## src/rtl/booth_issue_ctrl_if.sv

```systemverilog
// booth_issue_ctrl_if
//   Bundles the operand handshake, the multiplier drive/return signals and
//   the result handshake of booth_issue_ctrl.
//   master : controller view (drives op_ready, mul_*, res_valid, res_product, busy)
//   slave  : environment view (drives op_valid, op_a, op_b, mul_product, res_ready)
interface booth_issue_ctrl_if #(
    parameter int Width_inputs  = 16,
    parameter int Width_product = 32
);
    logic                     op_valid;
    logic                     op_ready;
    logic [Width_inputs-1:0]  op_a;
    logic [Width_inputs-1:0]  op_b;
    logic [Width_inputs-1:0]  mul_a;
    logic [Width_inputs-1:0]  mul_b;
    logic                     mul_ld;
    logic                     mul_ld_pp;
    logic [Width_product-1:0] mul_product;
    logic                     res_valid;
    logic                     res_ready;
    logic [Width_product-1:0] res_product;
    logic                     busy;

    modport master (
        input  op_valid, op_a, op_b, mul_product, res_ready,
        output op_ready, mul_a, mul_b, mul_ld, mul_ld_pp, res_valid, res_product, busy
    );

    modport slave (
        output op_valid, op_a, op_b, mul_product, res_ready,
        input  op_ready, mul_a, mul_b, mul_ld, mul_ld_pp, res_valid, res_product, busy
    );
endinterface

```

## src/rtl/booth_issue_ctrl.sv

```systemverilog
// booth_issue_ctrl
//   Issues one operand pair at a time to a fixed-latency sequential Booth
//   multiplier, waits out its latency, and holds the product until the
//   consumer takes it.
//   Ports:
//     clk   - sole clock, rising edge
//     reset - asynchronous, active-high
//     bus   - booth_issue_ctrl_if.master: op_valid/op_ready/op_a/op_b,
//             mul_a/mul_b/mul_ld/mul_ld_pp/mul_product,
//             res_valid/res_ready/res_product, busy
//   Optional feature: define BOOTH_ISSUE_ZERO_BYPASS_EN to short-circuit
//   operations with a zero operand straight to HOLD with a zero product.
module booth_issue_ctrl #(
    parameter int Width_inputs  = 16,
    parameter int Width_product = 32,
    parameter int Latency       = 17
) (
    input  logic                clk,
    input  logic                reset,
    booth_issue_ctrl_if.master  bus
);

    if (Width_product != 2 * Width_inputs) begin : g_width_check
        $error("Width_product must equal 2*Width_inputs");
    end

    localparam int CntW = (Latency > 1) ? $clog2(Latency) : 1;
    localparam logic [CntW-1:0] CntLoad = CntW'(Latency - 1);

    typedef enum logic [1:0] {
        ST_IDLE,
        ST_LOAD,
        ST_WAIT,
        ST_HOLD
    } state_e;

    state_e                   state_q, state_d;
    logic [CntW-1:0]          cnt_q, cnt_d;
    logic [Width_inputs-1:0]  a_q, a_d;
    logic [Width_inputs-1:0]  b_q, b_d;
    logic [Width_product-1:0] prod_q, prod_d;

    always_ff @(posedge clk or posedge reset) begin
        if (reset) begin
            state_q <= ST_IDLE;
            cnt_q   <= '0;
            a_q     <= '0;
            b_q     <= '0;
            prod_q  <= '0;
        end else begin
            state_q <= state_d;
            cnt_q   <= cnt_d;
            a_q     <= a_d;
            b_q     <= b_d;
            prod_q  <= prod_d;
        end
    end

    always_comb begin
        state_d = state_q;
        cnt_d   = cnt_q;
        a_d     = a_q;
        b_d     = b_q;
        prod_d  = prod_q;
        unique case (state_q)
            ST_IDLE: begin
                // op_ready is high only here, so op_valid alone marks an accept
                if (bus.op_valid) begin
                    a_d = bus.op_a;
                    b_d = bus.op_b;
`ifdef BOOTH_ISSUE_ZERO_BYPASS_EN
                    if ((bus.op_a == '0) || (bus.op_b == '0)) begin
                        prod_d  = '0;
                        state_d = ST_HOLD;
                    end else begin
                        state_d = ST_LOAD;
                    end
`else
                    state_d = ST_LOAD;
`endif
                end
            end
            ST_LOAD: begin
                // counter runs Latency-1 .. 0, giving Latency cycles in WAIT
                cnt_d   = CntLoad;
                state_d = ST_WAIT;
            end
            ST_WAIT: begin
                if (cnt_q == '0) begin
                    prod_d  = bus.mul_product;
                    state_d = ST_HOLD;
                end else begin
                    cnt_d = cnt_q - 1'b1;
                end
            end
            ST_HOLD: begin
                if (bus.res_ready) begin
                    state_d = ST_IDLE;
                end
            end
            default: state_d = ST_IDLE;
        endcase
    end

    assign bus.op_ready    = (state_q == ST_IDLE);
    assign bus.busy        = (state_q != ST_IDLE);
    assign bus.mul_ld      = (state_q == ST_LOAD);
    assign bus.mul_ld_pp   = (state_q == ST_LOAD);
    assign bus.res_valid   = (state_q == ST_HOLD);
    assign bus.mul_a       = a_q;
    assign bus.mul_b       = b_q;
    assign bus.res_product = prod_q;

endmodule

```

## src/flat_wrapper.sv

```systemverilog
// flat-port wrapper written by rule: the top's interface ports become plain ports
module booth_issue_ctrl_flat 
#(
    parameter int Width_inputs  = 16,
    parameter int Width_product = 32,
    parameter int Latency       = 17
)
  (clk, reset, bus_op_valid, bus_op_a, bus_op_b, bus_mul_product, bus_res_ready, bus_op_ready, bus_mul_a, bus_mul_b, bus_mul_ld, bus_mul_ld_pp, bus_res_valid, bus_res_product, bus_busy);
  booth_issue_ctrl_if #(.Width_inputs(Width_inputs), .Width_product(Width_product)) bus_i ();
  input  logic clk;
  input  logic reset;
  input wire logic [$bits(bus_i.op_valid)-1:0] bus_op_valid;
  input wire logic [$bits(bus_i.op_a)-1:0] bus_op_a;
  input wire logic [$bits(bus_i.op_b)-1:0] bus_op_b;
  input wire logic [$bits(bus_i.mul_product)-1:0] bus_mul_product;
  input wire logic [$bits(bus_i.res_ready)-1:0] bus_res_ready;
  output wire logic [$bits(bus_i.op_ready)-1:0] bus_op_ready;
  output wire logic [$bits(bus_i.mul_a)-1:0] bus_mul_a;
  output wire logic [$bits(bus_i.mul_b)-1:0] bus_mul_b;
  output wire logic [$bits(bus_i.mul_ld)-1:0] bus_mul_ld;
  output wire logic [$bits(bus_i.mul_ld_pp)-1:0] bus_mul_ld_pp;
  output wire logic [$bits(bus_i.res_valid)-1:0] bus_res_valid;
  output wire logic [$bits(bus_i.res_product)-1:0] bus_res_product;
  output wire logic [$bits(bus_i.busy)-1:0] bus_busy;
  assign bus_i.op_valid = bus_op_valid;
  assign bus_i.op_a = bus_op_a;
  assign bus_i.op_b = bus_op_b;
  assign bus_i.mul_product = bus_mul_product;
  assign bus_i.res_ready = bus_res_ready;
  assign bus_op_ready = bus_i.op_ready;
  assign bus_mul_a = bus_i.mul_a;
  assign bus_mul_b = bus_i.mul_b;
  assign bus_mul_ld = bus_i.mul_ld;
  assign bus_mul_ld_pp = bus_i.mul_ld_pp;
  assign bus_res_valid = bus_i.res_valid;
  assign bus_res_product = bus_i.res_product;
  assign bus_busy = bus_i.busy;
  booth_issue_ctrl #(.Width_inputs(Width_inputs), .Width_product(Width_product), .Latency(Latency)) u_core (.clk(clk), .reset(reset), .bus(bus_i));
endmodule
```

## config.mk

```make
export PLATFORM = sky130hd
export DESIGN_NAME = booth_issue_ctrl_flat
export DESIGN_NICKNAME = d
export VERILOG_FILES = /design/src/rtl/booth_issue_ctrl_if.sv /design/src/rtl/booth_issue_ctrl.sv /design/src/flat_wrapper.sv
export SDC_FILE = /design/constraint.sdc
export NUM_CORES = 1
export LEC_CHECK = 0
export ABC_CLOCK_PERIOD_IN_PS = 2000
export BUFFER_PORTS_ARGS = -buffer_cell sky130_fd_sc_hd__buf_2
export CAP_MARGIN = 20
export CORE_ASPECT_RATIO = 0.6
export CORE_MARGIN = 3
export CORE_UTILIZATION = 41
export DETAILED_ROUTE_END_ITERATION = 8
export PLACE_DENSITY = 0.75
export SYNTH_ARGS = -nofsm -noshare
export SYNTH_HDL_FRONTEND = slang
export SYNTH_SLANG_ARGS = --single-unit
```

## constraint.sdc

```tcl
create_clock -name clk -period 2 [get_ports clk]
set_input_delay 0.2 -clock clk [delete_from_list [all_inputs] [get_ports clk]]
set_output_delay 0.2 -clock clk [all_outputs]
set_load 0.02 [all_outputs]
```

### After elaboration in Yosys (flattened, before gate mapping)

Index checks and enable logic that the tools add are counted.

* memory bits (read-only): 0
* bits of input ports: 68
* bits in latches: 0
* memories: 0
* memory bits (writable): 0
* flip-flop bits (word level): 71

* divide/modulo/power cells: 0
* reduce and logical (&&, ||, !) cells: 8
* muxes and demuxes: 6
* shift-type cells: 0
* $add $sub $neg: 1
* magnitude comparators: 0
* eq/ne operators: 7
* bitwise logic cells: 0
* multiply operators: 0

Operator list (count)
* $pmux W5 S2: 1
* $pmux W2 S4: 1
* $mux W2: 3
* $ne A2 B2 Y1 const B: 3
* $reduce_and A2 Y1: 3
* $logic_not A5 Y1: 1
* $mux W5: 1
* $sub A5 B1 Y5 const B: 1
* $eq A2 B2 Y1 const B: 2
* $reduce_bool A2 Y1: 2
* $reduce_and A3 Y1: 1
* $eq A2 B1 Y1 const B: 1
* $logic_not A2 Y1: 1
* $ne A2 B1 Y1 const B: 1

### Logic depth before layout (Yosys ltp)

Gate-level depths: netlist of run 1.

* depth after elaboration: 3
* mapped depth: 6

### Worst setup path after synthesis of run 1

Ideal clock, no wire load.

* path kind: reg2reg
* from: register u_core.cnt_q[0]
* to: register u_core.state_q[1]
* data arrival time: 1.783 ns
* stages on the path, launching flop included: 6
* setup slack: 0.090 ns
* required time: 1.873 ns
* path buffers: 0
* path through: dfrtp_1 -> inv_1 -> ha_1 -> or4b_4 -> a222oi_1 -> mux2_1

* cells in the longest elaborated chain, start to end: 3

Ends and longest elaborated chain
* start: declaration: RTL line booth_issue_ctrl.sv:38 `logic [CntW-1:0] cnt_q, cnt_d;`
* start signal: assignment: RTL line booth_issue_ctrl.sv:52 `cnt_q <= cnt_d;`
* $logic_not A5 Y1: RTL line booth_issue_ctrl.sv:89 `if (cnt_q == '0) begin`
* $ne A2 B1 Y1 (no source line)
* $reduce_and A3 Y1 (no source line)
* end signal: assignment: RTL line booth_issue_ctrl.sv:51 `state_q <= state_d;`
* end: declaration: RTL line booth_issue_ctrl.sv:37 `state_e state_q, state_d;`

Every way passes these cells.
A chain may end at the register's enable or synchronous reset.

### Final worst setup path of run 1

Same ends and word-level chain as after synthesis.

==> metrics.csv, run 1 <==
metric;value;unit
H-tree depth;3;
EDFF count, synth;0;
Area after DPL;0.003620;mm^2
fill cell total of the finished layout;485;
Die H;70.07;um
Final setup viols;1;
synthesized area;0.002805;mm^2
critical path class;reg -> reg;
top_reg_cell synth;dfrtp_1;
max cap viols;0;
Reg2Reg Depth;5;
Post-DP HPWL;4.443;mm
CP arrival;2210;ps
Final period util;1.008;
Worst Hold Path Cells;2;
Detailed Route WL;6.093;mm
worst r2r dst;u_core.state_q[1];
first-pass GRT wire length;10.21;mm
std cell rows;22;
share of layout cells above drive strength 1;0.6795;
#FFs+latches synth;71;
FF-to-FF setup slack;-20;ps
GRT Total Usage;0.1637;
Peak VDD IR;0.001000;V
outcome;finished with violations;
Port-buffer cells;136;
Synth cell types;21;
critical hold path startpoint;bus_op_b[11];
die area;0.007903;mm^2
n_diodes;0;
hold crit path type;in -> reg;
clock tree from TritonCTS;done;
remaining antenna violation count after routing;0;
Pleak;2.031;nW
pin count of the biggest net entering global routing;72;
clock root cell;clkbuf_16;
Clock Latency Late Sink;320;ps
maximum clock frequency;495.8;MHz
Max Root-Sink Buffers;2;
ys async rst share;1.000;
CTS Buf Count;9;
Pwr Total;7.578;mW
Mean Syn Cell Area;15.33;um^2
vias per cell;4.639;
Slew Viols, Final;0;
Initial Utilization;0.4412;
I/O pin count;137;
cell count after synthesis;183;
vias in the first global route;2127;
RSZ-0062 raised after global routing;yes;
WHS Endpoint;u_core.bus.mul_b[11];
YS warnings;0;
1st-pass router iterations;4;
post-synthesis sequential area ratio;0.6334;
Final Critical Period;2017;ps
Worst-path clk slew;60;ps
Worst setup SP type;flip-flop;
Crit. End Element;flip-flop;
Worst-Margin Slew;445.3;ps
nets@finish;406;
Layout Area Growth over Synthesis;43.00;%
Final Hold Viols;0;
Slew HR;0.7032;
core area;0.006359;mm^2
failing checks;negative setup slack;
Fin Clk Skew;5.049;ps
Clock Sinks;71;
initial antenna violation count;0;
reg2reg start;u_core.cnt_q[0];
Die W;112.8;um
DRC errors left;0;
crit path setup slack, layout;-16.96;ps
post-route cell area;0.004011;mm^2
Initial DRC Count;47;
Net Count, Synth;257;
via count;1953;
P per Cell Area;1889;mW/mm^2
remaining global-route overflow;0;
Worst Path Max Fanout;2;
Req. time, crit path;2190;ps
WL/cell;14.47;um
Routability Congestion;0.7475;
[placed cells by master (no fill, tap or decap), types with 2 or more instances in the layout]
cell / synthesis / final
buf_12: 0 / 2
buf_2: 0 / 136
buf_4: 1 / 7
bufinv_16: 0 / 2
clkbuf_16: 0 / 9
clkbuf_8: 0 / 3
dfrtp_1: 71 / 71
ha_1: 6 / 5
inv_1: 9 / 8
mux2_2: 64 / 64
mux2i_1: 3 / 3
nand2_1: 6 / 6
nand3_1: 2 / 2
nor2_1: 3 / 3
o31ai_1: 2 / 2
[layer usage]
metal / global-route usage / vias up / routed length, um
met5: 0 / - / 0
met4: 0.04800 / 0 / 48
met3: 0.09437 / 6 / 778
met2: 0.2533 / 95 / 2772
met1: 0.1944 / 919 / 2494
li1: - / 933 / -
[report_power, final]
group	switching [mW]	total (mW)	leakage, nW	internal (mW)
Clock	0.567	1.76	0.165	1.20
Combinational	1.82	3.26	1.03	1.44
Sequential	0.372	2.55	0.837	2.18
[cell usage after synthesis (2+ instances only)]
cell type  instances  area share
dfrtp_1           71        0.63
nor2_1             3      0.0040
nand3_1            2      0.0036
nand2_1            6      0.0080
inv_1              9       0.012
mux2_2            64        0.26
o31ai_1            2      0.0054
ha_1               6       0.027
buf_1              3      0.0040
clkbuf_1           4      0.0054
mux2i_1            3       0.011
[cell families after synthesis]
logic type / Yosys count / synth area share
flip-flops: 71 / 0.6334
multiplexers: 68 / 0.2716
buffers and inverters: 17 / 0.02408
AND/OR/NAND/NOR: 15 / 0.02765
AO/OA/AOI/OAI: 6 / 0.01650
adder cells (fa/ha/maj): 6 / 0.02676
[what timing repair did]
item,in CTS,in global routing
pin swaps,1,2
setup endpoints to repair,1,2
buffers inserted,4,0
gates resized for setup,0,2
hold buffers,1,0
endpoints found under the hold margin,71,0
[worst max-delay path, cell delays in order, from the launching register on]
cell and delay [ps]:
dfrtp_1 380, inv_1 60, ha_2 170, or4b_4 460, a222oi_1 430, mux2_1 380
[metrics by stage]
step	TNS, ps	instances	worst slack [ps]	util	hold WS (ps)
floorplan	0	183	3.434	-	350.5
global placement	0	400	95.37	0.5693	312.5
detailed placement	0	400	10.58	0.5693	326.8
CTS	0	421	10.68	0.6295	97.34
global route	-60.59	421	-60.59	0.6309	94.18
finish	-16.96	421	-16.96	0.6309	109.1
[final cells by class]
type                       count  area [um^2]  share of cell area
sequential                    71         1777              0.4429
multi-input combinational     95        969.7              0.2417
timing repair buffer         146        783.3              0.1953
clock buffer                  12        266.5             0.06644
tap                           84        105.1             0.02620
clock inverter                 4        76.32             0.01903
inverter                       9        33.78            0.008422
[registers in the layout, indices dropped and copies added (netlist names)]
name / cells
u_core.cnt_q: 5
u_core.bus.res_product: 32
u_core.bus.mul_a: 16
u_core.state_q: 2
u_core.bus.mul_b: 16
[worst max path at each step]
stage	endpoint	startpoint	slack, ps
after global placement	u_core.state_q[1]	u_core.cnt_q[0]	100
final	u_core.state_q[1]	u_core.cnt_q[0]	-20
after detailed placement	u_core.state_q[1]	u_core.cnt_q[0]	10
after CTS	u_core.state_q[1]	u_core.cnt_q[0]	10
after floorplan	u_core.bus.mul_a[0]	reset	3
after global routing	u_core.state_q[1]	u_core.cnt_q[0]	-60
(Power assumes the default switching activity.)
==> run 2: changes to the inputs <==
--- a/config.mk
+++ b/config.mk
@@ -5,14 +5,17 @@
 export SDC_FILE = /design/constraint.sdc
 export NUM_CORES = 1
 export LEC_CHECK = 0
+export ABC_AREA = 1
 export ABC_CLOCK_PERIOD_IN_PS = 2000
 export BUFFER_PORTS_ARGS = -buffer_cell sky130_fd_sc_hd__buf_2
 export CAP_MARGIN = 20
 export CORE_ASPECT_RATIO = 0.6
 export CORE_MARGIN = 3
-export CORE_UTILIZATION = 41
+export CORE_UTILIZATION = 42
+export CTS_CLUSTER_DIAMETER = 30
 export DETAILED_ROUTE_END_ITERATION = 8
-export PLACE_DENSITY = 0.75
+export PLACE_DENSITY = 0.76
+export RECOVER_POWER = 50
 export SYNTH_ARGS = -nofsm -noshare
 export SYNTH_HDL_FRONTEND = slang
 export SYNTH_SLANG_ARGS = --single-unit
==> metrics.csv, run 2 <==
metric;value;unit
remaining antenna violation count after routing;0;
WL/cell;13.69;um
vias per cell;4.743;
Pwr Total;7.452;mW
Routability Congestion;0.7805;
YS warnings;0;
CP bufs+invs;3;
post-route cell area;0.003998;mm^2
pin count of the biggest net entering global routing;72;
share of layout cells above drive strength 1;0.4082;
Initial DRC Count;173;
placed cells;484;
max cap viols;0;
Clock Sinks;71;
vias in the first global route;2263;
Req. time, crit path;2200;ps
Worst setup SP type;flip-flop;
Util after Layout;0.5911;
outcome;finished clean;
Resized Gates After CTS;0;
Final period util;0.8613;
Clock Latency Late Sink;320;ps
remaining global-route overflow;0;
Layout Area Growth over Synthesis;34.36;%
ys async rst share;1.000;
Die W;114.7;um
RSZ-0062 raised after global routing;no;
nets@finish;483;
CP arrival;1920;ps
sw power;3.102;mW
GRT Total Usage;0.1727;
Sequential Power Share;0.342;
clock power share;0.216;
most numerous cell in the Yosys netlist;nand2_1;
Final Hold Viols;0;
Initial Utilization;0.4400;
crit path setup slack, layout;277.3;ps
crit-path most repeated cell;inv_1;
hold crit path type;in -> reg;
std cell rows;23;
delay-heaviest family, CP;buffers and inverters;
#FFs+latches synth;71;
maximum clock frequency;580.5;MHz
Synth top area share;0.5971;
Final Critical Period;1723;ps
top_reg_cell synth;dfrtp_1;
Worst Path Max Fanout;25;
P per Cell Area;1864;mW/mm^2
Detailed Route WL;6.861;mm
commonest non-fill, non-tap cells in the layout;buf_2, nand2_1, dfrtp_1, clkbuf_1, o21ai_0;
Synth cell types;21;
Mean Syn Cell Area;11.02;um^2
cell taking the most area after synthesis;dfrtp_1;
hold slack;73.02;ps
Slew Viols, Final;0;
core area;0.006763;mm^2
Post-CTS Hold Buffers;1;
worst slack at placement;269.8;ps
Crit. End Element;flip-flop;
Slowest cell on crit path;dfrtp_1;
Net Count, Synth;344;
I/O pin count;137;
Cell Chain, Critical Path;inv_1 -> ha_1 -> inv_1 -> buf_4 -> o21ai_0 -> nand2_1;
Combinational Power Share;0.442;
Max Root-Sink Buffers;2;
largest cells by area after synthesis;dfrtp_1, mux2_2, nand2_1, o21ai_0, ha_1;
Slew HR;0.3594;
die area;0.008163;mm^2
n_diodes;0;
EDFF count, synth;0;
Worst-Margin Slew;960.9;ps
cell count after synthesis;270;
fill cell total of the finished layout;569;
setup TNS;0;ps
Crit path largest cell delay;410;ps
first-pass GRT wire length;10.94;mm
Area after DPL;0.003734;mm^2
CTS Buf Count;9;
DRC errors left;0;
Post-DP HPWL;4.859;mm
H-tree depth;3;
Pleak;2.021;nW
Switching Fraction;0.4162;
initial antenna violation count;0;
synthesized area;0.002975;mm^2
Peak VDD IR;0.0009498;V
Finished Layout Cells;501;
1st-pass router iterations;4;
Final setup viols;0;
setup bufs post-CTS;0;
synth cell count leaders;nand2_1, dfrtp_1, o21ai_0;
flip-flop count of the largest register after layout;32;
critical path class;reg -> reg;
commonest non-fill, non-tap cell in the layout;buf_2;
Die H;71.20;um
FF-to-FF setup slack;280;ps
Port-buffer cells;136;
clock root cell;clkbuf_16;
post-synthesis sequential area ratio;0.5971;
clock tree from TritonCTS;done;
via count;2376;
Worst-path clk slew;60;ps
Fin Clk Skew;4.758;ps
Int Power;4.350;mW
## run 2: cell count changes in the layout (fill, tap and decap cells not counted), sizes merged, moves of 2 or more
| cell | previous run | this run |
|---|---|---|
| mux2 | 65 | 32 |
| buf | 145 | 105 |
| inv | 9 | 12 |
| clkbuf | 12 | 46 |
| nand3 | 2 | 8 |
| mux2i | 3 | 0 |
| o21ai | 0 | 33 |
| nand2 | 6 | 87 |
| o31ai | 2 | 0 |
| clkinv | 1 | 4 |
## run 2: final cells by class
class                           instances  area [um^2]  share of cell area
Tap cell                               87        108.9             0.02723
Clock buffer                           11        252.7             0.06322
Inverter                               13        48.80             0.01221
Sequential cell                        71         1777              0.4444
Multi-Input combinational cell        173         1064              0.2660
Clock inverter                          5        56.30             0.01408
Timing Repair Buffer                  141        690.7              0.1728
## run 2: logic make-up after synthesis
family / share of synthesized area
AOI/OAI and AO/OA: 0.05551
xor gates and xnor gates: 0.002944
adders and majority gates: 0.02523
buffers and inverters: 0.04541
DFF: 0.5971
muxes: 0.1211
and+or+nand+nor: 0.1527
## run 2: worst paths after layout
| check | cells after the start | end | startpoint |
|---|---|---|---|
| worst max register to register | 6 | u_core.bus.res_product[15] | u_core.state_q[0] |
| worst min register to register | 2 | u_core.bus.res_product[24] | u_core.bus.res_product[24] |
| max in group asynchronous | 4 | u_core.bus.res_product[28] | reset |
| worst max-delay path | 6 | u_core.bus.res_product[15] | u_core.state_q[0] |
| min in group asynchronous | 4 | u_core.bus.mul_b[2] | reset |
| worst min-delay path | 3 | u_core.bus.res_product[7] | bus_mul_product[7] |
## run 2: power by group through the flow
stage | clock [mW] | sequential [mW] | combinational, mW
after floorplan | 0 | 3.37 | 1.46
after global placement | 0 | 2.53 | 3.35
after detailed placement | 0 | 2.55 | 3.43
after CTS | 1.65 | 2.53 | 3.45
after global routing | 1.71 | 2.64 | 3.62
final | 1.61 | 2.55 | 3.29
## run 2: worst min-delay path: stages
cell and delay [ps]:
buf_2 70, nand2_1 40, nand2_1 50
## run 2: metal layers
| metal | wire length (um) | global-route usage |
|---|---|---|
| met4 | 93 | 0.05402 |
| met2 | 2989 | 0.2579 |
| met3 | 613 | 0.06410 |
| met1 | 3165 | 0.2356 |
| met5 | 0 | 0 |
